`config.mk`:
```
export PLATFORM = sky130hd
export DESIGN_NAME = mul_ucode_ctrl_flat
export DESIGN_NICKNAME = d
export VERILOG_FILES = /design/src/rtl/mul_ucode_ctrl_if.sv /design/src/rtl/mul_ucode_ctrl.sv /design/src/flat_wrapper.sv
export SDC_FILE = /design/constraint.sdc
export NUM_CORES = 1
export LEC_CHECK = 0
export CAP_MARGIN = 20
export CORE_MARGIN = 5
export CORE_UTILIZATION = 44
export CTS_CLUSTER_DIAMETER = 30
export DETAILED_ROUTE_END_ITERATION = 12
export PLACE_DENSITY = 0.64
export SLEW_MARGIN = 30
export SYNTH_ARGS = -nofsm -noshare
export SYNTH_HDL_FRONTEND = slang
export SYNTH_SLANG_ARGS = --single-unit
export TNS_END_PERCENT = 5
```
`constraint.sdc`:
```
create_clock -name clk -period 4.4 [get_ports clk]
set_input_delay 1.32 -clock clk [delete_from_list [all_inputs] [get_ports clk]]
set_output_delay 1.32 -clock clk [all_outputs]
set_load 0.02 [all_outputs]
```
`src/rtl/mul_ucode_ctrl_if.sv`:
```
// Decode, register-file read and write-back signals of the multiply microcode controller.
// master = pipeline/register-file side, slave = controller.
interface mul_ucode_ctrl_if #(parameter int DATA_W = 32);
  logic              mul_trigger;
  logic [1:0]        mul_type;
  logic [3:0]        dest_reg;
  logic [3:0]        src1_reg;
  logic [3:0]        src2_reg;
  logic [15:0]       imm;
  logic [DATA_W-1:0] rs1_data;
  logic [DATA_W-1:0] rs2_data;
  logic [3:0]        rd_addr1;
  logic [3:0]        rd_addr2;
  logic              stall;
  logic              busy;
  logic              wr_en;
  logic [3:0]        wr_addr;
  logic [DATA_W-1:0] wr_data;
  logic              ovf;

  modport master (
    output mul_trigger, mul_type, dest_reg, src1_reg, src2_reg, imm, rs1_data, rs2_data,
    input  rd_addr1, rd_addr2, stall, busy, wr_en, wr_addr, wr_data, ovf
  );

  modport slave (
    input  mul_trigger, mul_type, dest_reg, src1_reg, src2_reg, imm, rs1_data, rs2_data,
    output rd_addr1, rd_addr2, stall, busy, wr_en, wr_addr, wr_data, ovf
  );
endinterface

```
`src/rtl/mul_ucode_ctrl.sv`:
```
// Multi-cycle multiply sequencer: latches a decoded mul instruction, reads operands,
// runs a DATA_W-step radix-2 shift-add on magnitudes, fixes the sign and writes back.
module mul_ucode_ctrl #(
  parameter int DATA_W = 32
) (
  input logic            clk,
  input logic            rst,
  mul_ucode_ctrl_if.slave bus
);
  localparam int               CNT_W    = $clog2(DATA_W);
  localparam logic [CNT_W-1:0] CNT_LAST = CNT_W'(DATA_W - 1);
  localparam logic [CNT_W-1:0] CNT_ONE  = CNT_W'(1);

  typedef enum logic [2:0] {
    S_IDLE  = 3'd0,
    S_READ  = 3'd1,
    S_EXEC  = 3'd2,
    S_FIX   = 3'd3,
    S_WRITE = 3'd4
  } state_t;

  state_t              state_r;
  state_t              state_next_s;
  logic [1:0]          type_r;
  logic [3:0]          dest_r;
  logic [3:0]          src1_r;
  logic [3:0]          src2_r;
  logic [15:0]         imm_r;
  logic [CNT_W-1:0]    cnt_r;
  logic [2*DATA_W-1:0] acc_r;
  logic [DATA_W-1:0]   mcand_r;
  logic                sign_r;
  logic                ovf_r;
  logic                wr_en_r;
  logic                busy_r;
  logic [DATA_W-1:0]   op_b_s;
  logic [DATA_W:0]     sum_s;
  logic [2*DATA_W-1:0] prod_s;
  logic                ovf_s;

  function automatic logic [DATA_W-1:0] magnitude(input logic [DATA_W-1:0] v, input logic is_signed);
    if (is_signed && v[DATA_W-1]) begin
      return ~v + {{(DATA_W-1){1'b0}}, 1'b1};
    end else begin
      return v;
    end
  endfunction

  // State register and registered status strobes.
  always_ff @(posedge clk) begin
    if (rst) begin
      state_r <= S_IDLE;
      wr_en_r <= 1'b0;
      busy_r  <= 1'b0;
    end else begin
      state_r <= state_next_s;
      wr_en_r <= (state_next_s == S_WRITE);
      busy_r  <= (state_next_s != S_IDLE);
    end
  end

  // Next-state decode, stall and register-file read addresses.
  always_comb begin
    state_next_s = state_r;
    bus.stall    = 1'b0;
    bus.rd_addr1 = 4'd0;
    bus.rd_addr2 = 4'd0;
    case (state_r)
      S_IDLE: begin
        if (bus.mul_trigger) begin
          state_next_s = S_READ;
          bus.stall    = 1'b1;
        end else begin
          state_next_s = S_IDLE;
        end
      end
      S_READ: begin
        state_next_s = S_EXEC;
        bus.stall    = 1'b1;
        bus.rd_addr1 = src1_r;
        bus.rd_addr2 = src2_r;
      end
      S_EXEC: begin
        bus.stall = 1'b1;
        if (cnt_r == CNT_LAST) begin
          state_next_s = S_FIX;
        end else begin
          state_next_s = S_EXEC;
        end
      end
      S_FIX: begin
        bus.stall    = 1'b1;
        state_next_s = S_WRITE;
      end
      S_WRITE: begin
        state_next_s = S_IDLE;
      end
      default: begin
        state_next_s = S_IDLE;
      end
    endcase
  end

  // Operand select, one shift-add step, sign fix-up and overflow detection.
  always_comb begin
    if (type_r[0]) begin
      op_b_s = bus.rs2_data;
    end else if (type_r[1]) begin
      op_b_s = {{(DATA_W-16){imm_r[15]}}, imm_r};
    end else begin
      op_b_s = {{(DATA_W-16){1'b0}}, imm_r};
    end
    // The low half of acc holds the not-yet-consumed multiplier bits.
    sum_s  = {1'b0, acc_r[2*DATA_W-1:DATA_W]} + {1'b0, (acc_r[0] ? mcand_r : {DATA_W{1'b0}})};
    prod_s = sign_r ? (~acc_r + {{(2*DATA_W-1){1'b0}}, 1'b1}) : acc_r;
    if (type_r[1]) begin
      ovf_s = (prod_s[2*DATA_W-1:DATA_W-1] != {(DATA_W+1){prod_s[DATA_W-1]}});
    end else begin
      ovf_s = |prod_s[2*DATA_W-1:DATA_W];
    end
  end

  // Instruction latch, operand capture and multiply datapath.
  always_ff @(posedge clk) begin
    if (rst) begin
      type_r  <= 2'd0;
      dest_r  <= 4'd0;
      src1_r  <= 4'd0;
      src2_r  <= 4'd0;
      imm_r   <= 16'd0;
      cnt_r   <= {CNT_W{1'b0}};
      acc_r   <= {(2*DATA_W){1'b0}};
      mcand_r <= {DATA_W{1'b0}};
      sign_r  <= 1'b0;
      ovf_r   <= 1'b0;
    end else begin
      case (state_r)
        S_IDLE: begin
          if (bus.mul_trigger) begin
            type_r <= bus.mul_type;
            dest_r <= bus.dest_reg;
            src1_r <= bus.src1_reg;
            src2_r <= bus.src2_reg;
            imm_r  <= bus.imm;
          end
        end
        S_READ: begin
          mcand_r <= magnitude(bus.rs1_data, type_r[1]);
          acc_r   <= {{DATA_W{1'b0}}, magnitude(op_b_s, type_r[1])};
          sign_r  <= type_r[1] & (bus.rs1_data[DATA_W-1] ^ op_b_s[DATA_W-1]);
          cnt_r   <= {CNT_W{1'b0}};
        end
        S_EXEC: begin
          acc_r <= {sum_s, acc_r[DATA_W-1:1]};
          cnt_r <= cnt_r + CNT_ONE;
        end
        S_FIX: begin
          acc_r <= prod_s;
          ovf_r <= ovf_s;
        end
        default: begin
        end
      endcase
    end
  end

  assign bus.wr_en   = wr_en_r;
  assign bus.busy    = busy_r;
  assign bus.wr_addr = dest_r;
  assign bus.wr_data = acc_r[DATA_W-1:0];
  assign bus.ovf     = ovf_r;
endmodule

```
`src/flat_wrapper.sv`:
```
// flat-port wrapper written by rule: the top's interface ports become plain ports
module mul_ucode_ctrl_flat 
#(
  parameter int DATA_W = 32
)
  (clk, rst, bus_mul_trigger, bus_mul_type, bus_dest_reg, bus_src1_reg, bus_src2_reg, bus_imm, bus_rs1_data, bus_rs2_data, bus_rd_addr1, bus_rd_addr2, bus_stall, bus_busy, bus_wr_en, bus_wr_addr, bus_wr_data, bus_ovf);
  mul_ucode_ctrl_if #(.DATA_W(DATA_W)) bus_i ();
  input logic clk;
  input logic rst;
  input wire logic [$bits(bus_i.mul_trigger)-1:0] bus_mul_trigger;
  input wire logic [$bits(bus_i.mul_type)-1:0] bus_mul_type;
  input wire logic [$bits(bus_i.dest_reg)-1:0] bus_dest_reg;
  input wire logic [$bits(bus_i.src1_reg)-1:0] bus_src1_reg;
  input wire logic [$bits(bus_i.src2_reg)-1:0] bus_src2_reg;
  input wire logic [$bits(bus_i.imm)-1:0] bus_imm;
  input wire logic [$bits(bus_i.rs1_data)-1:0] bus_rs1_data;
  input wire logic [$bits(bus_i.rs2_data)-1:0] bus_rs2_data;
  output wire logic [$bits(bus_i.rd_addr1)-1:0] bus_rd_addr1;
  output wire logic [$bits(bus_i.rd_addr2)-1:0] bus_rd_addr2;
  output wire logic [$bits(bus_i.stall)-1:0] bus_stall;
  output wire logic [$bits(bus_i.busy)-1:0] bus_busy;
  output wire logic [$bits(bus_i.wr_en)-1:0] bus_wr_en;
  output wire logic [$bits(bus_i.wr_addr)-1:0] bus_wr_addr;
  output wire logic [$bits(bus_i.wr_data)-1:0] bus_wr_data;
  output wire logic [$bits(bus_i.ovf)-1:0] bus_ovf;
  assign bus_i.mul_trigger = bus_mul_trigger;
  assign bus_i.mul_type = bus_mul_type;
  assign bus_i.dest_reg = bus_dest_reg;
  assign bus_i.src1_reg = bus_src1_reg;
  assign bus_i.src2_reg = bus_src2_reg;
  assign bus_i.imm = bus_imm;
  assign bus_i.rs1_data = bus_rs1_data;
  assign bus_i.rs2_data = bus_rs2_data;
  assign bus_rd_addr1 = bus_i.rd_addr1;
  assign bus_rd_addr2 = bus_i.rd_addr2;
  assign bus_stall = bus_i.stall;
  assign bus_busy = bus_i.busy;
  assign bus_wr_en = bus_i.wr_en;
  assign bus_wr_addr = bus_i.wr_addr;
  assign bus_wr_data = bus_i.wr_data;
  assign bus_ovf = bus_i.ovf;
  mul_ucode_ctrl #(.DATA_W(DATA_W)) u_core (.clk(clk), .rst(rst), .bus(bus_i));
endmodule
```
Word-level counts from Yosys, hierarchy flattened
Index checks and enable logic that the tools add are counted.
{"block": "word_totals", "mem_count": 0, "input_bits": 97, "latch_bits": 0, "rom_bits": 0, "reg_bits": 138, "mem_bits_rw": 0}
{"block": "classes", "shift": 0, "eq_ne": 7, "addsub": 5, "n_lt_le_gt_ge": 0, "reduce_logical": 10, "n_mul": 0, "n_div": 0, "bitwise_logic": 5, "muxes": 16}
{"cell": "one-hot mux 64 bit (3 select lines)", "n": 1}
{"cell": "2-to-1 mux 32 bit", "n": 5}
{"cell": "adder 32 x 1 -> 32 bit (second input constant)", "n": 2}
{"cell": "adder 64 x 1 -> 64 bit (second input constant)", "n": 1}
{"cell": "2-to-1 mux 64 bit", "n": 1}
{"cell": "inverter 32 bit", "n": 2}
{"cell": "inverter 64 bit", "n": 1}
{"cell": "adder 32 x 32 -> 33 bit", "n": 1}
{"cell": "!= test 32 bit", "n": 1}
{"cell": "OR reduction 32 bit", "n": 1}
{"cell": "one-hot mux 3 bit (4 select lines)", "n": 1}
{"cell": "one-hot mux 5 bit (2 select lines)", "n": 1}
{"cell": "2-to-1 mux 4 bit", "n": 2}
{"cell": "== test 3 x 2 -> 1 bit (second input constant)", "n": 2}
{"cell": "nonzero test 3 bit", "n": 2}
{"cell": "adder 5 x 1 -> 5 bit (second input constant)", "n": 1}
{"cell": "== test 5 bit (second input constant)", "n": 1}
{"cell": "2-to-1 mux 1 bit", "n": 4}
{"cell": "AND reduction 2 bit", "n": 2}
{"cell": "== test 3 x 1 -> 1 bit (second input constant)", "n": 1}
{"cell": "== test 3 bit (second input constant)", "n": 1}
{"cell": "zero test 3 bit", "n": 1}
{"cell": "OR reduction 3 bit", "n": 1}
{"cell": "logical AND 1 bit", "n": 2}
{"cell": "other kinds (5)", "n": 5}

Longest topological paths before layout
Gate-level depths: netlist of run 1.
{"block": "logic_depth", "ltp_word": 6, "depth_mapped": 16, "ltp_nobuf": 14}

Worst setup path before layout of run 1
No wires, ideal clock.
{"block": "synth_timing", "path_type": "reg-to-reg", "start": "reg u_core.type_r[0]", "end": "reg u_core.acc_r[28]", "setup_time_ns": 0.078, "required_time_ns": 4.322, "t_arrival_ns": 3.964, "path_slack_ns": 0.358, "path_stages_with_launch": 16, "n_path_buf": 4, "path_cell_list": "dfxtp_1 > clkbuf_1 > clkbuf_1 > buf_1 > buf_1 > mux2i_1 > ha_1 > o221ai_1 > nor4b_1 > nor4bb_1 > and3b_1 > nand2_1 > o311ai_0 > xor2_1 > o21a_1 > nor3_1"}
{"block": "synth_via", "elab_chain_cells": 5, "elab_cells_between_ends": 6}
{"item": "start: declaration", "line_no": "mul_ucode_ctrl.sv:24", "source": "logic [1:0] type_r;"}
{"item": "start signal: assignment", "line_no": "mul_ucode_ctrl.sv:140", "source": "type_r <= bus.mul_type;"}
{"item": "2-to-1 mux 32 bit (*)", "line_no": "mul_ucode_ctrl.sv:106", "source": "if (type_r[0]) begin"}
{"item": "inverter 32 bit", "line_no": "mul_ucode_ctrl.sv:43", "source": "return ~v + {{(DATA_W-1){1'b0}}, 1'b1};"}
{"item": "adder 32 x 1 -> 32 bit", "line_no": "mul_ucode_ctrl.sv:43"}
{"item": "2-to-1 mux 32 bit (*)", "line_no": "mul_ucode_ctrl.sv:42", "source": "if (is_signed && v[DATA_W-1]) begin"}
{"item": "one-hot mux 64 bit (3 select lines) (*)", "line_no": "mul_ucode_ctrl.sv:137", "source": "case (state_r)"}
{"item": "end signal: assignment", "line_no": "mul_ucode_ctrl.sv:132", "source": "acc_r <= {(2*DATA_W){1'b0}};"}
{"item": "end signal: assignment", "line_no": "mul_ucode_ctrl.sv:149", "source": "acc_r <= {{DATA_W{1'b0}}, magnitude(op_b_s, type_r[1])};"}
{"item": "end signal: assignment", "line_no": "mul_ucode_ctrl.sv:154", "source": "acc_r <= {sum_s, acc_r[DATA_W-1:1]};"}
{"item": "end: declaration", "line_no": "mul_ucode_ctrl.sv:30", "source": "logic [2*DATA_W-1:0] acc_r;"}
Every way passes the cells marked *; elsewhere a longest branch is shown, timed or not.
A chain may end at the register's enable or synchronous reset.

Worst setup path in the final report of run 1
{"block": "layout_timing", "start": "reg u_core.acc_r[10]", "end": "reg u_core.ovf_r (netlist: u_core.bus.ovf)"}
{"block": "layout_via", "elab_chain_cells": 5, "elab_cells_between_ends": 6}
{"item": "inverter 64 bit (*)", "line_no": "mul_ucode_ctrl.sv:115", "source": "prod_s = sign_r ? (~acc_r + {{(2*DATA_W-1){1'b0}}, 1'b1}) : acc_r;"}
{"item": "adder 64 x 1 -> 64 bit (*)", "line_no": "mul_ucode_ctrl.sv:115"}
{"item": "2-to-1 mux 64 bit (*)", "line_no": "mul_ucode_ctrl.sv:115"}
{"item": "!= test 32 bit or OR reduction 32 bit (tied branches)", "line_no": "mul_ucode_ctrl.sv:117, mul_ucode_ctrl.sv:119"}
{"item": "2-to-1 mux 1 bit (*)", "line_no": "mul_ucode_ctrl.sv:116", "source": "if (type_r[1]) begin"}
{"item": "end signal: assignment", "line_no": "mul_ucode_ctrl.sv:159", "source": "ovf_r <= ovf_s;"}
{"item": "end: declaration", "line_no": "mul_ucode_ctrl.sv:33", "source": "logic ovf_r;"}
Every way passes the cells marked *; elsewhere a longest branch is shown, timed or not. The select of a mux whose other input is x is not followed.

==> results of run 1 <==
metrics by stage:
stage	util [%]	setup TNS [ns]	setup slack, ns
6_report	53.48	0	0.1904
3_5_place_dp	50.91	0	0.1179
3_3_place_gp	50.88	0	0.1560
4_1_cts	53.38	0	0.2190
2_1_floorplan	-	0	0.3579
5_1_grt	53.48	-0.02240	-0.02240
cell type report:
| cell class | count | share of cell area [%] |
|---|---|---|
| Timing Repair Buffer | 194 | 13.60 |
| Tap cell | 330 | 3.075 |
| Inverter | 28 | 0.7826 |
| Clock buffer | 17 | 3.168 |
| Clock inverter | 15 | 1.463 |
| Multi-Input combinational cell | 1226 | 57.33 |
| Sequential cell | 138 | 20.58 |
routing by layer:
layer	wire length, um	up-vias	part of all wire (%)	track usage [%]
met2	17320	436	47	41.32
li1	-	5708	-	-
met1	16330	5513	44	33.37
met3	2285	62	6.2	3.634
met4	929	0	2.5	7.210
met5	0	-	0	0
logic make-up (layout without fill, tap and decap cells):
group           after synthesis  after routing
mux                          15             15
simple gates                600            600
flops                       138            138
xor+xnor                    133            133
compound gates              440            440
fa+ha+maj                    38             38
buf+inv                     164            254
flip-flops by register name, summed over array words and instances (netlist names):
name	cells
u_core.cnt_r	5
u_core.bus.ovf	1
u_core.sign_r	1
u_core.imm_r	16
u_core.bus.busy	1
u_core.bus.wr_en	1
u_core.src2_r	4
u_core.mcand_r	32
u_core.acc_r	64
u_core.src1_r	4
u_core.bus.wr_addr	4
u_core.type_r	2
u_core.state_r	3
power by group through the flow:
stage / registers (uW) / logic [uW] / clock network (uW)
detailed placement: 1450 / 1120 / 0
finish: 1430 / 1140 / 1530
global placement: 1450 / 1110 / 0
global route: 1440 / 1240 / 1600
floorplan: 1420 / 755 / 0
CTS: 1420 / 1120 / 1540
synth_stat cells (4+ instances only):
library cell,number
o31ai_1,16
nand2_1,161
o22ai_1,10
a31oi_1,11
a211oi_1,45
o221ai_1,4
ha_1,37
o41ai_1,21
a222oi_1,20
o311ai_0,4
or3_1,25
nand4_1,12
nor4_1,20
or4_1,10
nand3_1,20
mux2i_1,14
o21a_1,7
nor3_1,51
a2111oi_0,6
xnor2_1,74
nand3b_1,8
a311oi_1,7
buf_4,32
nor2b_1,6
or2_2,9
and3_1,13
a22oi_1,6
nor3b_1,9
buf_1,11
nand2b_1,19
o21ai_0,75
o211ai_1,11
and2_1,38
clkbuf_1,88
a221oi_1,16
a21o_1,17
a21oi_1,134
nor2_1,180
inv_1,28
nor4b_1,5
xor2_1,59
dfxtp_1,138
what timing repair did:
action	4_1_cts	5_1_grt
buffers inserted	0	0
resized for setup	0	5
setup endpoints to repair	0	1
hold buffers	0	0
path summary, 6_finish.rpt:
check,from,endpoint,slack (ns),cells past startpoint
worst min-delay path,u_core.src2_r[0],u_core.src2_r[0],0.45,2
worst max register to register,u_core.acc_r[10],u_core.bus.ovf,0.19,10
worst max-delay path,u_core.acc_r[10],u_core.bus.ovf,0.19,10
worst min register to register,u_core.src2_r[0],u_core.src2_r[0],0.45,2
worst min-delay path, cell delays in order, from the launching register on:
cell     delay, ns
dfxtp_1       0.31
nand2_1       0.05
a21oi_1       0.05
==> flow_summary_export.csv, run 1 <==
group,metric,value,unit
grt,grt_max_degree,73,
clocking,h-tree-depth,4,
timing,fin_crit,4.210,ns
cells_and_area,multi_input_area,7699,um2
synthesis,synth_warnings,0,
floorplanning,die-area,28650,um2
clocking,path_clk_slew,0.07,ns
critical_path,cpPeakStageDelay,0.70,ns
cells_and_area,stdcell_count,1948,
worst_hold_path,hold_class,"flip-flop to flip-flop",
synthesis,synth_top_area_share,24.75,%
cells_and_area,layout_common_cells,"nor2_1 (179), nand2_1 (161), clkdlybuf4s50_1 (143)",
place,placed_area,12780,um2
drt,wl,36860,um
critical_path,crit_required,4.71,ns
floorplanning,die_x,169.3,um
pwr,p_int,2623,uW
floorplanning,rows,58,
drt,wire_per_inst,18.92,um
drt,drt-initial-drc-count,1090,
floorplanning,initial_core_util,44.45,%
critical_path,start_kind,"flip-flop",
clocking,root_buffer,"clkbuf_16",
pwr,pwr-share-comb,27.8,%
floorplanning,num_io_pins,145,
floorplanning,core_area,25110,um2
clocking,clk_path_buf_depth,2,
drt,vias_per_cell,6.016,
critical_path,critPathSlowestCell,"or4_4",
synthesis,yosysTopAreaCell,"dfxtp_1",
place,gp_congestion,0.9577,
cells_and_area,regArea,2764,um2
timing,worstMarginPinSlew,0.8709,ns
pwr,p_leak,0.004938,uW
critical_path,crit_type,"flip-flop to flip-flop",
timing,setup_viol,0,
synthesis,synth_compound_area_share,26.35,%
critical_path,crit_buf_inv,0,
timing,finClkSkew,0.01426,ns
grt,grt_overflow,0,
grt,grt_antenna_before_repair,0,
synthesis,syn_area_per_cell,7.304,um2
synthesis,synth_simple_gate_area_share,26.02,%
job,maxCapViolations,0,
synthesis,synthAdderAreaFrac,4.327,%
synthesis,muxShareOfSynthArea,1.357,%
critical_path,crit_family,"simple AND/OR/NAND/NOR gates",
cells_and_area,drive_gt1_share,6.984,%
synthesis,yosys_register_bits,138,
pwr,ir_worst_vdd,0.0002020,V
pwr,p_per_area,304.7,nW/um2
critical_path,crit_arrival,4.52,ns
synthesis,syn_area,11160,um2
cells_and_area,final_area,13430,um2
place,io_buffers,144,
cells_and_area,area_growth,20.32,%
synthesis,syn-num-nets,1663,
run_status,status,"completed",
timing,drv_slew,0,
cells_and_area,nets,1740,
place,placedCellCount,1916,
drt,dr.pass1.iters,5,
timing,min_period_over_period,95.67,%
clocking,cts_inserted_buffers,17,
grt,grt_util_all_layers,24.76,%
timing,clock.fmax,237.6,MHz
synthesis,synth_area_leaders,"dfxtp_1 (25%), nor2_1 (6.1%), a21oi_1 (6.0%), xnor2_1 (5.8%), nand2_1 (5.4%)",
critical_path,crit_top_cell,"or4_4",
synthesis,synth_top_family_by_area,"compound AO/OA/AOI/OAI gates",
place,dp_hpwl,26870,um
synthesis,ys_types,72,
pwr,switchingPower,1469,uW
timing,hold_violations,0,
critical_path,endpoint_kind,"flip-flop",
synthesis,syn_inst,1528,
pwr,power,4092,uW
cells_and_area,insertedDiodeCount,0,
grt,grt_pass1_wl,57930,um
drt,vias,11719,
cells_and_area,layout_commonest_cell,"nor2_1",
drt,drc,0,
synthesis,async_flop_share,0,%
clocking,clock_sinks,138,
pwr,clkPwrFrac,37.4,%
pwr,p_sw_share,35.90,%
pwr,p_seq_share,34.8,%
critical_path,path_cells,"or4_1 -> or4b_4 -> or4_4 -> o41ai_1 -> xnor2_1 -> or4_4 -> nor2_2 -> o2111ai_1 -> o41ai_2 -> a21oi_1",
synthesis,ys.flop_type,"dfxtp_1",
clocking,cts_tree,"done",
synthesis,yosysSeqAreaShare,24.75,%
synthesis,synthXorXnorAreaFrac,10.44,%
timing,maxSlewHeadroom,40.44,%
synthesis,synth_edf_count,0,
clocking,clock_latency,0.44,ns
drt,drtAntennaViolNets,0,
grt,grt_pass1_vias,10837,
timing,holdWs,0.4516,ns
cells_and_area,fillerInstances,2541,
critical_path,crit_fanout,18,
floorplanning,die_y,169.3,um
Note: power is estimated with default switching activity, not from simulation.
==> run 2: changes to the inputs <==
--- a/config.mk
+++ b/config.mk
@@ -5,13 +5,13 @@
 export SDC_FILE = /design/constraint.sdc
 export NUM_CORES = 1
 export LEC_CHECK = 0
-export CAP_MARGIN = 20
+export CAP_MARGIN = 5
 export CORE_MARGIN = 5
 export CORE_UTILIZATION = 44
 export CTS_CLUSTER_DIAMETER = 30
 export DETAILED_ROUTE_END_ITERATION = 12
 export PLACE_DENSITY = 0.64
-export SLEW_MARGIN = 30
+export SLEW_MARGIN = 10
 export SYNTH_ARGS = -nofsm -noshare
 export SYNTH_HDL_FRONTEND = slang
 export SYNTH_SLANG_ARGS = --single-unit
==> constraint.sdc (replaced) <==
create_clock -name clk -period 5.4 [get_ports clk]
set_input_delay 1.62 -clock clk [delete_from_list [all_inputs] [get_ports clk]]
set_output_delay 1.62 -clock clk [all_outputs]
set_load 0.02 [all_outputs]
==> flow_summary_export.csv, run 2 (synthesized netlist as in run 1, its figures left out) <==
group,metric,value,unit
clocking,clock_sinks,138,
drt,drc,0,
pwr,p_per_area,250.6,nW/um2
timing,setup_viol,0,
cells_and_area,layout_common_cells,"nor2_1 (179), nand2_1 (161), clkdlybuf4s50_1 (143)",
job,maxCapViolations,0,
floorplanning,num_io_pins,145,
grt,grt_antenna_before_repair,0,
place,dp_slack,0.4917,ns
clocking,clock_latency,0.43,ns
critical_path,ff2ff_path_depth,10,
run_status,status,"completed",
cells_and_area,biggestRegsByFlops,"u_core.acc_r (64), u_core.mcand_r (32), u_core.imm_r (16)",
timing,fin_setup_tns,0,ns
clocking,root_buffer,"clkbuf_16",
pwr,ir_worst_vdd,0.0002297,V
drt,drtAntennaViolNets,0,
critical_path,endpoint_kind,"output pin",
worst_hold_path,hold_class,"flip-flop to flip-flop",
grt,grt_max_degree,76,
clocking,h-tree-depth,4,
grt,grt_pass1_wl,57350,um
grt,grt_overflow,0,
clocking,clk_path_buf_depth,2,
critical_path,crit_arrival,2.92,ns
place,placed_area,12540,um2
drt,dr.pass1.iters,6,
floorplanning,die-area,28650,um2
floorplanning,die_x,169.3,um
timing,finClkSkew,0.01631,ns
clocking,cts_inserted_buffers,17,
clocking,ctsHoldBuffers,0,
critical_path,crit_type,"input pin to output pin",
drt,vias,11443,
cells_and_area,insertedDiodeCount,0,
cells_and_area,nets,1711,
clocking,path_clk_slew,0.07,ns
place,gp_congestion,0.9461,
worst_hold_path,holdPathStages,2,
floorplanning,die_y,169.3,um
critical_path,crit_required,3.78,ns
floorplanning,initial_core_util,44.45,%
critical_path,start_kind,"input pin",
timing,fin_crit,4.537,ns
cells_and_area,area_growth,17.91,%
clocking,cts-resized-gates,0,
timing,drv_slew,0,
timing,min_period_over_period,84.03,%
clocking,postCtsSetupBuffers,0,
cells_and_area,layout_commonest_cell,"nor2_1",
timing,clock.fmax,220.4,MHz
drt,drt-initial-drc-count,957,
timing,hold_violations,0,
drt,wl,36010,um
timing,worst_slack,0.8626,ns
drt,vias_per_cell,5.963,
clocking,cts_tree,"done",
floorplanning,core_area,25110,um2
drt,wire_per_inst,18.76,um
cells_and_area,largest_reg_flops,64,
critical_path,crit_fanout,2,
cells_and_area,top_register,"u_core.acc_r",
cells_and_area,final_area,13160,um2
place,io_buffers,144,
place,dp_hpwl,26480,um
grt,grt_util_all_layers,24.41,%
pwr,p_leak,0.004791,uW
cells_and_area,drive_gt1_share,5.035,%
grt,grt_pass1_vias,10852,
timing,maxSlewHeadroom,24.60,%
floorplanning,rows,58,
timing,worstMarginPinSlew,1.131,ns
timing,rsz0062_at_grt,"no",
## run 2: per-stage QoR
step                      std cells  hold WS (ns)  total power, uW  utilization, %
after floorplan                1528        0.4287             1770               -
after global placement         1887        0.4398             2051           49.96
final                          1919        0.4515             3298           52.41
after global routing           1919        0.4704             3463           52.41
after CTS                      1919        0.4531             3304           52.41
after detailed placement       1887        0.4430             2061           49.96
## run 2: worst max-delay path, stage by stage
cell             delay (ns)
clkdlybuf4s50_1        0.49
nand3b_1               0.10
nand2_1                0.10
clkdlybuf4s50_1        0.61
## run 2: routing by layer
layer / up-vias / track usage (%) / routed length, um
met3: 63 / 3.331 / 1974
met2: 378 / 40.54 / 16860
li1: 5648 / - / -
met4: 0 / 7.700 / 878
met1: 5354 / 32.98 / 16290
met5: - / 0 / 0
## run 2: report_power, final
| part | switching (uW) | internal (uW) |
|---|---|---|
| registers | 91.2 | 1080 |
| logic | 517 | 358 |
| clock network | 541 | 709 |
## run 2: final cells by class
| cell class | instances | area (um2) |
|---|---|---|
| timing repair buffer | 165 | 1597 |
| fill | 2566 | 11950 |
| inverter | 28 | 105.1 |
| clock buffer | 17 | 425.4 |
| clock inverter | 15 | 190.2 |
| tap | 330 | 412.9 |
| multi-input combinational | 1226 | 7666 |
| sequential | 138 | 2764 |
## run 2: worst paths after layout
kind	start	to	slack, ns
worst max-delay path	bus_mul_trigger	bus_stall	0.86
worst min-delay path	u_core.src2_r[0]	u_core.src2_r[0]	0.45
worst max register to register	u_core.acc_r[9]	u_core.bus.ovf	0.91
worst min register to register	u_core.src2_r[0]	u_core.src2_r[0]	0.45
